### config.mk
export PLATFORM = sky130hd
export DESIGN_NAME = div_iter_unit
export DESIGN_NICKNAME = d
export VERILOG_FILES = /design/src/rtl/div_iter_pkg.sv /design/src/rtl/div_iter_step.sv /design/src/rtl/div_iter_unit.sv
export SDC_FILE = /design/constraint.sdc
export NUM_CORES = 1
export LEC_CHECK = 0
export CORE_MARGIN = 3
export CORE_UTILIZATION = 35
export DETAILED_ROUTE_END_ITERATION = 8
export GPL_TIMING_DRIVEN = 0
export RECOVER_POWER = 25
export SETUP_SLACK_MARGIN = 0.15
export SLEW_MARGIN = 20
export SYNTH_ARGS = -nofsm -noshare
export SYNTH_HDL_FRONTEND = slang
export SYNTH_SLANG_ARGS = --single-unit
### constraint.sdc
create_clock -name clk -period 2.9 [get_ports clk]
set_input_delay 0.87 -clock clk [delete_from_list [all_inputs] [get_ports clk]]
set_output_delay 0.87 -clock clk [all_outputs]
set_load 0.05 [all_outputs]
### src/rtl/div_iter_pkg.sv
// Shared constants for the iterative divider and its HI/LO consumer.
// Optional early-out build is selected with DIV_ITER_EARLY_OUT_EN.
package div_iter_pkg;

  localparam int DIV_DATA_W      = 32;
  localparam int DIV_ITER_CYCLES = DIV_DATA_W;

  localparam logic [DIV_DATA_W-1:0] DIV_ZERO_QUOTIENT = '1;

  // div_result slicing: quotient -> LO, remainder -> HI
  localparam int DIV_QUO_MSB = 2*DIV_DATA_W-1;
  localparam int DIV_QUO_LSB = DIV_DATA_W;
  localparam int DIV_REM_MSB = DIV_DATA_W-1;
  localparam int DIV_REM_LSB = 0;

  typedef enum logic [1:0] {
    ST_IDLE = 2'd0,
    ST_CALC = 2'd1,
    ST_SIGN = 2'd2,
    ST_DONE = 2'd3
  } div_state_t;

endpackage

### src/rtl/div_iter_step.sv
// One combinational restoring-division step on magnitudes.
module div_iter_step #(
  parameter int W = 32
) (
  input  logic [W-1:0] rem,
  input  logic [W-1:0] quo,
  input  logic [W-1:0] divisor,
  output logic [W-1:0] rem_next,
  output logic [W-1:0] quo_next
);

  logic [W:0] rem_sh;
  logic       ge;

  // Shifted remainder can reach 2^W, so the compare carries the extra bit;
  // the subtraction result always fits back into W bits.
  assign rem_sh   = {rem, quo[W-1]};
  assign ge       = rem_sh >= {1'b0, divisor};
  assign rem_next = ge ? (rem_sh[W-1:0] - divisor) : rem_sh[W-1:0];
  assign quo_next = {quo[W-2:0], ge};

endmodule

### src/rtl/div_iter_unit.sv
// Multi-cycle radix-2 restoring DIV/DIVU unit with flush cancel.
// Define DIV_ITER_EARLY_OUT_EN to skip iteration for trivial quotients.
//
// state | meaning
// IDLE  | waiting for div_start
// CALC  | one restoring step per clock, DATA_W steps
// SIGN  | sign fix-up, load div_result
// DONE  | div_out_valid pulse
module div_iter_unit
  import div_iter_pkg::*;
#(
  parameter int DATA_W = DIV_DATA_W
) (
  input  logic                clk,
  input  logic                resetn,
  input  logic                div_start,
  input  logic                div_signed,
  input  logic [DATA_W-1:0]   div_dividend,
  input  logic [DATA_W-1:0]   div_divisor,
  input  logic                div_flush,
  output logic                div_busy,
  output logic                div_out_valid,
  output logic [2*DATA_W-1:0] div_result
);

  localparam int CNT_W = $clog2(DATA_W);

  div_state_t          state_q, state_d;
  logic [CNT_W-1:0]    cnt_q;
  logic [DATA_W-1:0]   rem_q, quo_q, dvs_q;
  logic                neg_quo_q, neg_rem_q, div_zero_q;
  logic [2*DATA_W-1:0] result_q;

  logic [DATA_W-1:0]   dvd_abs, dvs_abs, rem_nx, quo_nx, quo_fin, rem_fin;
  logic                accept, early_out, last_step;

  assign dvd_abs   = (div_signed && div_dividend[DATA_W-1]) ? -div_dividend : div_dividend;
  assign dvs_abs   = (div_signed && div_divisor[DATA_W-1])  ? -div_divisor  : div_divisor;
  assign last_step = cnt_q == CNT_W'(DATA_W-1);

`ifdef DIV_ITER_EARLY_OUT_EN
  assign early_out = (div_divisor == '0) || (dvd_abs < dvs_abs);
`else
  assign early_out = 1'b0;
`endif

  div_iter_step #(.W(DATA_W)) u_step (
    .rem      (rem_q),
    .quo      (quo_q),
    .divisor  (dvs_q),
    .rem_next (rem_nx),
    .quo_next (quo_nx)
  );

  // Divide by zero keeps the all-ones quotient regardless of operand signs.
  assign quo_fin = div_zero_q ? '1 : (neg_quo_q ? -quo_q : quo_q);
  assign rem_fin = neg_rem_q ? -rem_q : rem_q;

  always_ff @(posedge clk or negedge resetn) begin
    if (!resetn) state_q <= ST_IDLE;
    else         state_q <= state_d;
  end

  always_comb begin
    state_d       = state_q;
    accept        = 1'b0;
    div_busy      = (state_q != ST_IDLE);
    div_out_valid = 1'b0;
    case (state_q)
      ST_IDLE: begin
        if (div_start && !div_flush) begin
          accept  = 1'b1;
          state_d = early_out ? ST_SIGN : ST_CALC;
        end
      end
      ST_CALC: begin
        if (div_flush)      state_d = ST_IDLE;
        else if (last_step) state_d = ST_SIGN;
      end
      ST_SIGN: state_d = div_flush ? ST_IDLE : ST_DONE;
      ST_DONE: begin
        state_d       = ST_IDLE;
        div_out_valid = ~div_flush;
      end
      default: state_d = ST_IDLE;
    endcase
  end

  always_ff @(posedge clk or negedge resetn) begin
    if (!resetn) begin
      cnt_q      <= '0;
      rem_q      <= '0;
      quo_q      <= '0;
      dvs_q      <= '0;
      neg_quo_q  <= 1'b0;
      neg_rem_q  <= 1'b0;
      div_zero_q <= 1'b0;
      result_q   <= '0;
    end else begin
      if (accept) begin
        cnt_q      <= '0;
        rem_q      <= early_out ? dvd_abs : '0;
        quo_q      <= early_out ? '0 : dvd_abs;
        dvs_q      <= dvs_abs;
        neg_quo_q  <= div_signed & (div_dividend[DATA_W-1] ^ div_divisor[DATA_W-1]);
        neg_rem_q  <= div_signed & div_dividend[DATA_W-1];
        div_zero_q <= (div_divisor == '0);
      end else if (state_q == ST_CALC) begin
        cnt_q <= cnt_q + 1'b1;
        rem_q <= rem_nx;
        quo_q <= quo_nx;
      end
      if (state_q == ST_SIGN && !div_flush)
        result_q <= {quo_fin, rem_fin};
    end
  end

  assign div_result = result_q;

endmodule

---- After elaboration in Yosys (flattened, before gate mapping) ----
Cells that the tools add are included.
cells by class
  add/subtract/negate cells ............... 6
  div/mod/pow operators ................... 0
  muxes and demuxes ....................... 20
  magnitude comparators ................... 1
  multiply operators ...................... 0
  equality and inequality tests ........... 6
  shifts and indexed selects .............. 0
  reductions and logical operators ........ 10
  bitwise logic cells ..................... 4
operators with widths
  operator               count
  $mux W32               10
  $neg A32 Y32           4
  $ge A33 B32 Y1         1
  $logic_not A32 Y1      1
  $sub A32 B32 Y32       1
  $mux W5                2
  $mux W2                4
  $pmux W2 S4            1
  $add A5 B1 Y5 const B  1
  $eq A5 B5 Y1 const B   1
  $eq A2 B2 Y1 const B   2
  $logic_and A1 B1 Y1    4
  $reduce_bool A2 Y1     2
  $mux W1                3
  $ne A3 B3 Y1 const B   1
  $and A1 B1 Y1          2
  $eq A2 B1 Y1 const B   1
  $logic_not A2 Y1       1
  $ne A2 B2 Y1 const B   1
  $reduce_and A2 Y1      1
  $logic_not A1 Y1       1
  $not A1 Y1             1
  $xor A1 B1 Y1          1
word-level totals
  latch bits .............................. 0
  bits of input ports ..................... 69
  memories ................................ 0
  RAM bits ................................ 0
  bits in read-only memories .............. 0
  logic and storage cells ................. 56
  bits in registers ....................... 170

---- Depth between registers and ports, before layout ----
  depth after elaboration ................. 5
  gate-level depth with buffers ........... 14

---- Modules after synthesis ----
From an unflattened synthesis, not the netlist that was laid out.
unflattened totals
  cells, all modules ...................... 1445
  area, all modules ....................... 11996.5 sq um
by module, submodules not included
  module         cells an instance  area an instance (sq um)  instances  sequential area each (sq um)
  div_iter_unit  1083               9365.2                    1          4254.1
  div_iter_step  362                2631.3                    1          0.0

---- Least setup slack after synthesis ----
OpenSTA, ideal clock, no wires.
  path kind ............................... input -> register
  start point ............................. input div_divisor[4]
  end point ............................... register dvs_q[27]
  setup slack ............................. -0.036 ns
  data arrival time ....................... 2.801 ns
  path buffers ............................ 0
  cell stages on the path ................. 9
  required time ........................... 2.765 ns
  setup time .............................. 0.135 ns
  cells stage by stage .................... nor4_1 > nand2b_1 > nor4_4 > and2_1 > nand2_1 > or4_4 > o41ai_1 > xor2_1 > o21ai_0
on the way
  word-level cells in the longest chain between the ends .. 2
RTL lines
  what                  line                  RTL
  start, declared       div_iter_unit.sv:19   input logic [DATA_W-1:0] div_divisor,
  $neg A32 Y32          div_iter_unit.sv:38   assign dvs_abs = (div_signed && div_divisor[DATA_W-1]) ? -div_divisor : div_divisor;
  $mux W32              div_iter_unit.sv:38
  end signal, assigned  div_iter_unit.sv:104  dvs_q <= dvs_abs;
  end, declared         div_iter_unit.sv:30   logic [DATA_W-1:0] rem_q, quo_q, dvs_q;
Every way passes these cells.
A chain may end at the register's enable or synchronous reset.

---- Worst setup path after layout ----
  start point ............................. register rem_q[17]
  end point ............................... register rem_q[5]
on the way
  word-level cells in the longest chain between the ends .. 4
RTL lines
  what                    line                  RTL
  start, declared         div_iter_unit.sv:30
  start signal, assigned  div_iter_unit.sv:102  rem_q <= early_out ? dvd_abs : '0;
  start signal, assigned  div_iter_unit.sv:110  rem_q <= rem_nx;
  $ge A33 B32 Y1          div_iter_step.sv:18   assign ge = rem_sh >= {1'b0, divisor};
  $mux W32                div_iter_step.sv:19   assign rem_next = ge ? (rem_sh[W-1:0] - divisor) : rem_sh[W-1:0];
  $mux W32                div_iter_unit.sv:108  end else if (state_q == ST_CALC) begin
  $mux W32                div_iter_unit.sv:100  if (accept) begin
Every way passes these cells. The select of a mux whose other input is x is not followed.

==> flow_summary.html <==
<table>
<tr><th>Metric</th><th>Value</th></tr>
<tr><th colspan="2">Outcome</th></tr>
<tr><td>Run status</td><td>finished, violations left</td></tr>
<tr><td>Violated checks</td><td>capacitance limit, slew limit</td></tr>
<tr><th colspan="2">Finish</th></tr>
<tr><td>Share of final-layout standard cells stronger than drive strength 1</td><td>0.1743</td></tr>
<tr><td>Share of the core filled with cells</td><td>0.4868</td></tr>
<tr><td>Fillcell total</td><td>2935</td></tr>
<tr><td>Design Area, Final</td><td>roughly 15000 um^2</td></tr>
<tr><td>Layout net count</td><td>1674</td></tr>
<tr><td>Relative area change from synthesis to final layout</td><td>36.04%</td></tr>
<tr><td>Number of diodes added for antenna fixing</td><td>0</td></tr>
<tr><th colspan="2">Clocking</th></tr>
<tr><td>Maximum buffer depth of the clock tree</td><td>2</td></tr>
<tr><td>Worst-skew pair later-pin latency</td><td>about 0.44 ns</td></tr>
<tr><td>Maximum level of the CTS H-tree</td><td>4</td></tr>
<tr><td>Total clock buffers created by CTS</td><td>17</td></tr>
<tr><td>Clock transition at the register clock pins on the worst setup and hold paths after CTS</td><td>approximately 0.070 ns</td></tr>
<tr><td>CTS sink count</td><td>170</td></tr>
<tr><td>CTS Root Buffer Type</td><td>sky130_fd_sc_hd__clkbuf_16</td></tr>
<tr><td>TritonCTS clock tree</td><td>done</td></tr>
<tr><th colspan="2">Worst setup path</th></tr>
<tr><td>Category of the worst setup path capture point</td><td>flip-flop</td></tr>
<tr><td>Crit Path Max Fanout</td><td>5</td></tr>
<tr><td>Slowest-stage cell, CP</td><td>sky130_fd_sc_hd__dfrtp_2</td></tr>
<tr><td>CP startpoint kind</td><td>flip-flop</td></tr>
<tr><td>Origin of the critical flop-to-flop path</td><td>rem_q[17]</td></tr>
<tr><td>Critical path, cell by cell</td><td>ha_2 &gt; a21oi_1 &gt; o21ai_2 &gt; a211o_1 &gt; o211ai_1 &gt; o2111ai_2 &gt; nand2_2 &gt; buf_6 &gt; nand2_8 &gt; buf_12 &gt; clkbuf_16 &gt; mux2i_1 &gt; o21ai_1</td></tr>
<tr><td>Critical setup path kind</td><td>flip-flop to flip-flop</td></tr>
<tr><td>Data required time of the worst path</td><td>~3.2 ns</td></tr>
<tr><td>Launching instance or port of the critical path</td><td>rem_q[17]</td></tr>
<tr><td>Maximum single-stage delay on the critical path</td><td>about 0.46 ns</td></tr>
<tr><td>Worst Reg-to-Reg Cells</td><td>13</td></tr>
<tr><td>Internal reg-to-reg setup slack</td><td>approximately 0.13 ns</td></tr>
<tr><td>Data arrival time of the critical path</td><td>between 3 and 4 ns</td></tr>
<tr><th colspan="2">Synth</th></tr>
<tr><td>Most frequent cell after synthesis</td><td>sky130_fd_sc_hd__nand2_1</td></tr>
<tr><td>Synth unique cells</td><td>62</td></tr>
<tr><td>Cell accounting for the most synthesized area</td><td>sky130_fd_sc_hd__dfrtp_1</td></tr>
<tr><td>Async S/R FF share, synth</td><td>1.000</td></tr>
<tr><td>Post-Synthesis Cell Area</td><td>around 11000 um^2</td></tr>
<tr><td>Mean Syn Cell Area</td><td>~8.2 um^2</td></tr>
<tr><td>Top post-synthesis cells by area</td><td>sky130_fd_sc_hd__dfrtp_1 38%, sky130_fd_sc_hd__nand2_1 7.3%, sky130_fd_sc_hd__xor2_1 7.0%</td></tr>
<tr><td>Sequential fraction of the synthesis area</td><td>0.3846</td></tr>
<tr><td>Post-synth net total</td><td>roughly 1.5k</td></tr>
<tr><td>Most instantiated cells after synthesis</td><td>215 x sky130_fd_sc_hd__nand2_1, 170 x sky130_fd_sc_hd__dfrtp_1, 148 x sky130_fd_sc_hd__o21ai_0</td></tr>
<tr><td>Yosys top cell area share</td><td>0.3846</td></tr>
<tr><td>Cells after Synth</td><td>between 1k and 1.5k</td></tr>
<tr><td>Warnings from Yosys</td><td>0</td></tr>
<tr><td>Number of enable-type register cells in the synthesized netlist</td><td>0</td></tr>
<tr><td>Register bit total from synthesis</td><td>170</td></tr>
<tr><td>Most used flip-flop cell after synthesis</td><td>sky130_fd_sc_hd__dfrtp_1</td></tr>
<tr><th colspan="2">STA</th></tr>
<tr><td>Max transition margin</td><td>-0.4000</td></tr>
<tr><td>Slew of the pin with the lowest slew margin</td><td>between 2 and 2.5 ns</td></tr>
<tr><td>Setup repair after global routing missed its margin</td><td>yes</td></tr>
<tr><td>WHS</td><td>~0.47 ns</td></tr>
<tr><td>Max-slew violation total from the final report</td><td>slightly below 80</td></tr>
<tr><td>Tmin final</td><td>2.770 ns</td></tr>
<tr><td>Worst clock skew on the final layout</td><td>around 0.012 ns</td></tr>
<tr><td>Period utilization</td><td>0.9551</td></tr>
<tr><td>Setup total negative slack</td><td>0 ns</td></tr>
<tr><td>Final hold violation count</td><td>0</td></tr>
<tr><td>Maximum frequency from static timing analysis</td><td>0.3610 GHz</td></tr>
<tr><td>Final-report setup violation count</td><td>0</td></tr>
<tr><th colspan="2">Global routing</th></tr>
<tr><td>Global router's overall resource usage</td><td>0.2061</td></tr>
<tr><td>Remaining global-route overflow</td><td>0</td></tr>
<tr><td>First-pass GRT wire length</td><td>between 50000 and 60000 um</td></tr>
<tr><td>Maximum number of pins on one net before global-route repair</td><td>93</td></tr>
<tr><td>Antenna violations before repair</td><td>0</td></tr>
<tr><td>Number of global-route vias before repair</td><td>a little over 10k</td></tr>
<tr><th colspan="2">Power</th></tr>
<tr><td>Fraction of power consumed by the clock network</td><td>0.187</td></tr>
<tr><td>P_leak</td><td>between 6 and 7 nW</td></tr>
<tr><td>Proportion of total power due to net switching</td><td>0.4312</td></tr>
<tr><td>Sw power</td><td>just under 6 mW</td></tr>
<tr><td>VDD IR max</td><td>around 0.54 mV</td></tr>
<tr><td>Proportion of power drawn by combinational gates</td><td>0.549</td></tr>
<tr><td>Power Density</td><td>approximately 900 nW/um^2</td></tr>
<tr><td>Internal power component</td><td>between 7 and 8 mW</td></tr>
<tr><td>Register share of total power</td><td>0.263</td></tr>
<tr><th colspan="2">Floorplan</th></tr>
<tr><td>Num rows</td><td>64</td></tr>
<tr><td>Starting utilization of the core area</td><td>0.3579</td></tr>
<tr><td>I/O pin count</td><td>around 140</td></tr>
<tr><td>Die Outline Area</td><td>33780 um^2</td></tr>
<tr><td>Die X-Extent</td><td>around 180 um</td></tr>
<tr><td>Core region area</td><td>30910 um^2</td></tr>
<tr><td>Chip height</td><td>183.8 um</td></tr>
<tr><th colspan="2">Routing</th></tr>
<tr><td>Count of vias placed by the detailed router</td><td>10.74k</td></tr>
<tr><td>Average wire length per cell after detail routing</td><td>between 15 and 20 um</td></tr>
<tr><td>Remaining routing DRC violations</td><td>0</td></tr>
<tr><td>Avg Vias per Cell</td><td>approximately 5.4</td></tr>
<tr><td>DRC marker count from the first detailed-route iteration</td><td>803</td></tr>
<tr><td>DRT Wirelength</td><td>about 36000 um</td></tr>
<tr><td>Post-route antenna net violation count</td><td>0</td></tr>
<tr><td>First-pass detailed-route iteration total</td><td>5</td></tr>
<tr><th colspan="2">Min path</th></tr>
<tr><td>Path class of the lowest-slack min-delay path</td><td>flip-flop to flip-flop</td></tr>
<tr><td>Worst hold path stage count</td><td>2</td></tr>
<tr><td>Critical hold path startpoint</td><td>div_result[32]</td></tr>
<tr><th colspan="2">Placed design</th></tr>
<tr><td>Total half-perimeter wirelength after legalization and detailed placement</td><td>between 20000 and 30000 um</td></tr>
<tr><td>Placed cell areas</td><td>around 13000 um^2</td></tr>
<tr><td>Routability cong.</td><td>approximately 0.9</td></tr>
<tr><td>Buffers added on ports</td><td>between 100 and 150</td></tr>
<tr><th colspan="2">Job</th></tr>
<tr><td>Number of violations of the max-capacitance limit</td><td>1</td></tr>
</table>
[repair_timing]
| item | 4_1_cts | 5_1_grt |
|---|---|---|
| cloned | 1 | 1 |
| buffers inserted | 41 | 27 |
| resized for setup | 166 | 123 |
| hold buffers | 0 | 0 |
| pin swaps | 34 | 52 |
| endpoints found under the setup margin | 98 | 82 |
[sequential cells by signal, summed over array words and instances, names as in the netlist]
name and flops:
dvs_q 32, quo_q 32, neg_quo_q 1, rem_q 32, div_result 64, neg_rem_q 1, cnt_q 5, div_zero_q 1
state_q 2
[layout make-up]
class	count	area, um^2	share of cell area
Buffer	73	361.6	0.02403
Clock buffer	17	425.4	0.02827
Clock inverter	14	209.0	0.01389
Inverter	55	209.0	0.01389
Multi-Input combinational cell	1045	7127	0.4736
Sequential cell	170	4284	0.2847
Tap cell	396	495.5	0.03293
Timing Repair Buffer	204	1937	0.1287
[per-layer routing]
| layer | track usage | part of all wire |
|---|---|---|
| met5 | 0 | 0 |
| met4 | 0.04627 | 0.015 |
| met3 | 0.02691 | 0.064 |
| met2 | 0.3270 | 0.47 |
| met1 | 0.3015 | 0.45 |
[final timing paths]
check,end
min in group asynchronous,div_result[57]
max,rem_q[5]
max reg2reg,rem_q[5]
max in group asynchronous,rem_q[26]
min,div_result[32]
min reg2reg,div_result[32]
[layout by cell type, fill, tap and decap left out, types with 7 or more instances in the layout]
master and instances:
sky130_fd_sc_hd__nand2_1 203, sky130_fd_sc_hd__dfrtp_1 146, sky130_fd_sc_hd__o21ai_0 123, sky130_fd_sc_hd__clkdlybuf4s50_1 104, sky130_fd_sc_hd__nor2_1 102, sky130_fd_sc_hd__a21oi_1 98, sky130_fd_sc_hd__xor2_1 87, sky130_fd_sc_hd__buf_4 66
sky130_fd_sc_hd__xnor2_1 56, sky130_fd_sc_hd__clkbuf_1 54, sky130_fd_sc_hd__inv_1 49, sky130_fd_sc_hd__a31oi_1 32, sky130_fd_sc_hd__nand3_1 26, sky130_fd_sc_hd__dfrtp_2 24, sky130_fd_sc_hd__mux2i_1 21, sky130_fd_sc_hd__o21ai_1 20
sky130_fd_sc_hd__ha_4 20, sky130_fd_sc_hd__clkbuf_16 18, sky130_fd_sc_hd__ha_1 14, sky130_fd_sc_hd__o31ai_1 13, sky130_fd_sc_hd__nor3_1 12, sky130_fd_sc_hd__a21o_1 12, sky130_fd_sc_hd__dlygate4sd2_1 11, sky130_fd_sc_hd__nand2_2 10
sky130_fd_sc_hd__clkbuf_2 10, sky130_fd_sc_hd__and3_1 9, sky130_fd_sc_hd__dlymetal6s2s_1 9, sky130_fd_sc_hd__nor4_1 8, sky130_fd_sc_hd__or4_1 8, sky130_fd_sc_hd__o41ai_1 8, sky130_fd_sc_hd__nand4_1 8, sky130_fd_sc_hd__nor4_4 7
sky130_fd_sc_hd__nand2b_1 7, sky130_fd_sc_hd__o21ai_2 7, sky130_fd_sc_hd__a32oi_1 7
[power by group through the flow]
stage	sequential, mW	combinational (mW)	clock (mW)
3_3_place_gp	3.59	5.41	0
2_1_floorplan	3.69	3.74	0
6_report	3.58	7.46	2.55
3_5_place_dp	3.60	5.45	0
5_1_grt	3.65	8.06	2.68
4_1_cts	3.55	6.50	2.56
[critical path, delay by kind of cell, from the launching register on]
kind / cells / cell delay, ns
compound gates: 6 / 1.08
fa+ha+maj: 1 / 0.35
buf+inv: 3 / 0.41
flops: 1 / 0.46
mux: 1 / 0.17
simple gates: 2 / 0.17
[metrics by stage]
step | power, mW | setup slack [ns] | instances
6_report | 13.59 | 0.1301 | 1974
5_1_grt | 14.39 | 0.01995 | 1974
4_1_cts | 12.61 | 0.03353 | 1946
3_5_place_dp | 9.051 | -0.8161 | 1873
3_3_place_gp | 8.994 | -6.162 | 1872
2_1_floorplan | 7.427 | 0.1080 | 1343
[logic make-up (layout without fill, tap and decap cells)]
kind of cell / Yosys count / in the layout / share of synthesized area
simple gates: 459 / 459 / 0.1907
compound gates: 381 / 381 / 0.2022
xor+xnor: 144 / 144 / 0.1140
fa+ha+maj: 39 / 39 / 0.04479
mux: 22 / 22 / 0.01991
flops: 170 / 170 / 0.3846
buf+inv: 128 / 363 / 0.04377
No activity file was read; power rests on OpenSTA's default activity.
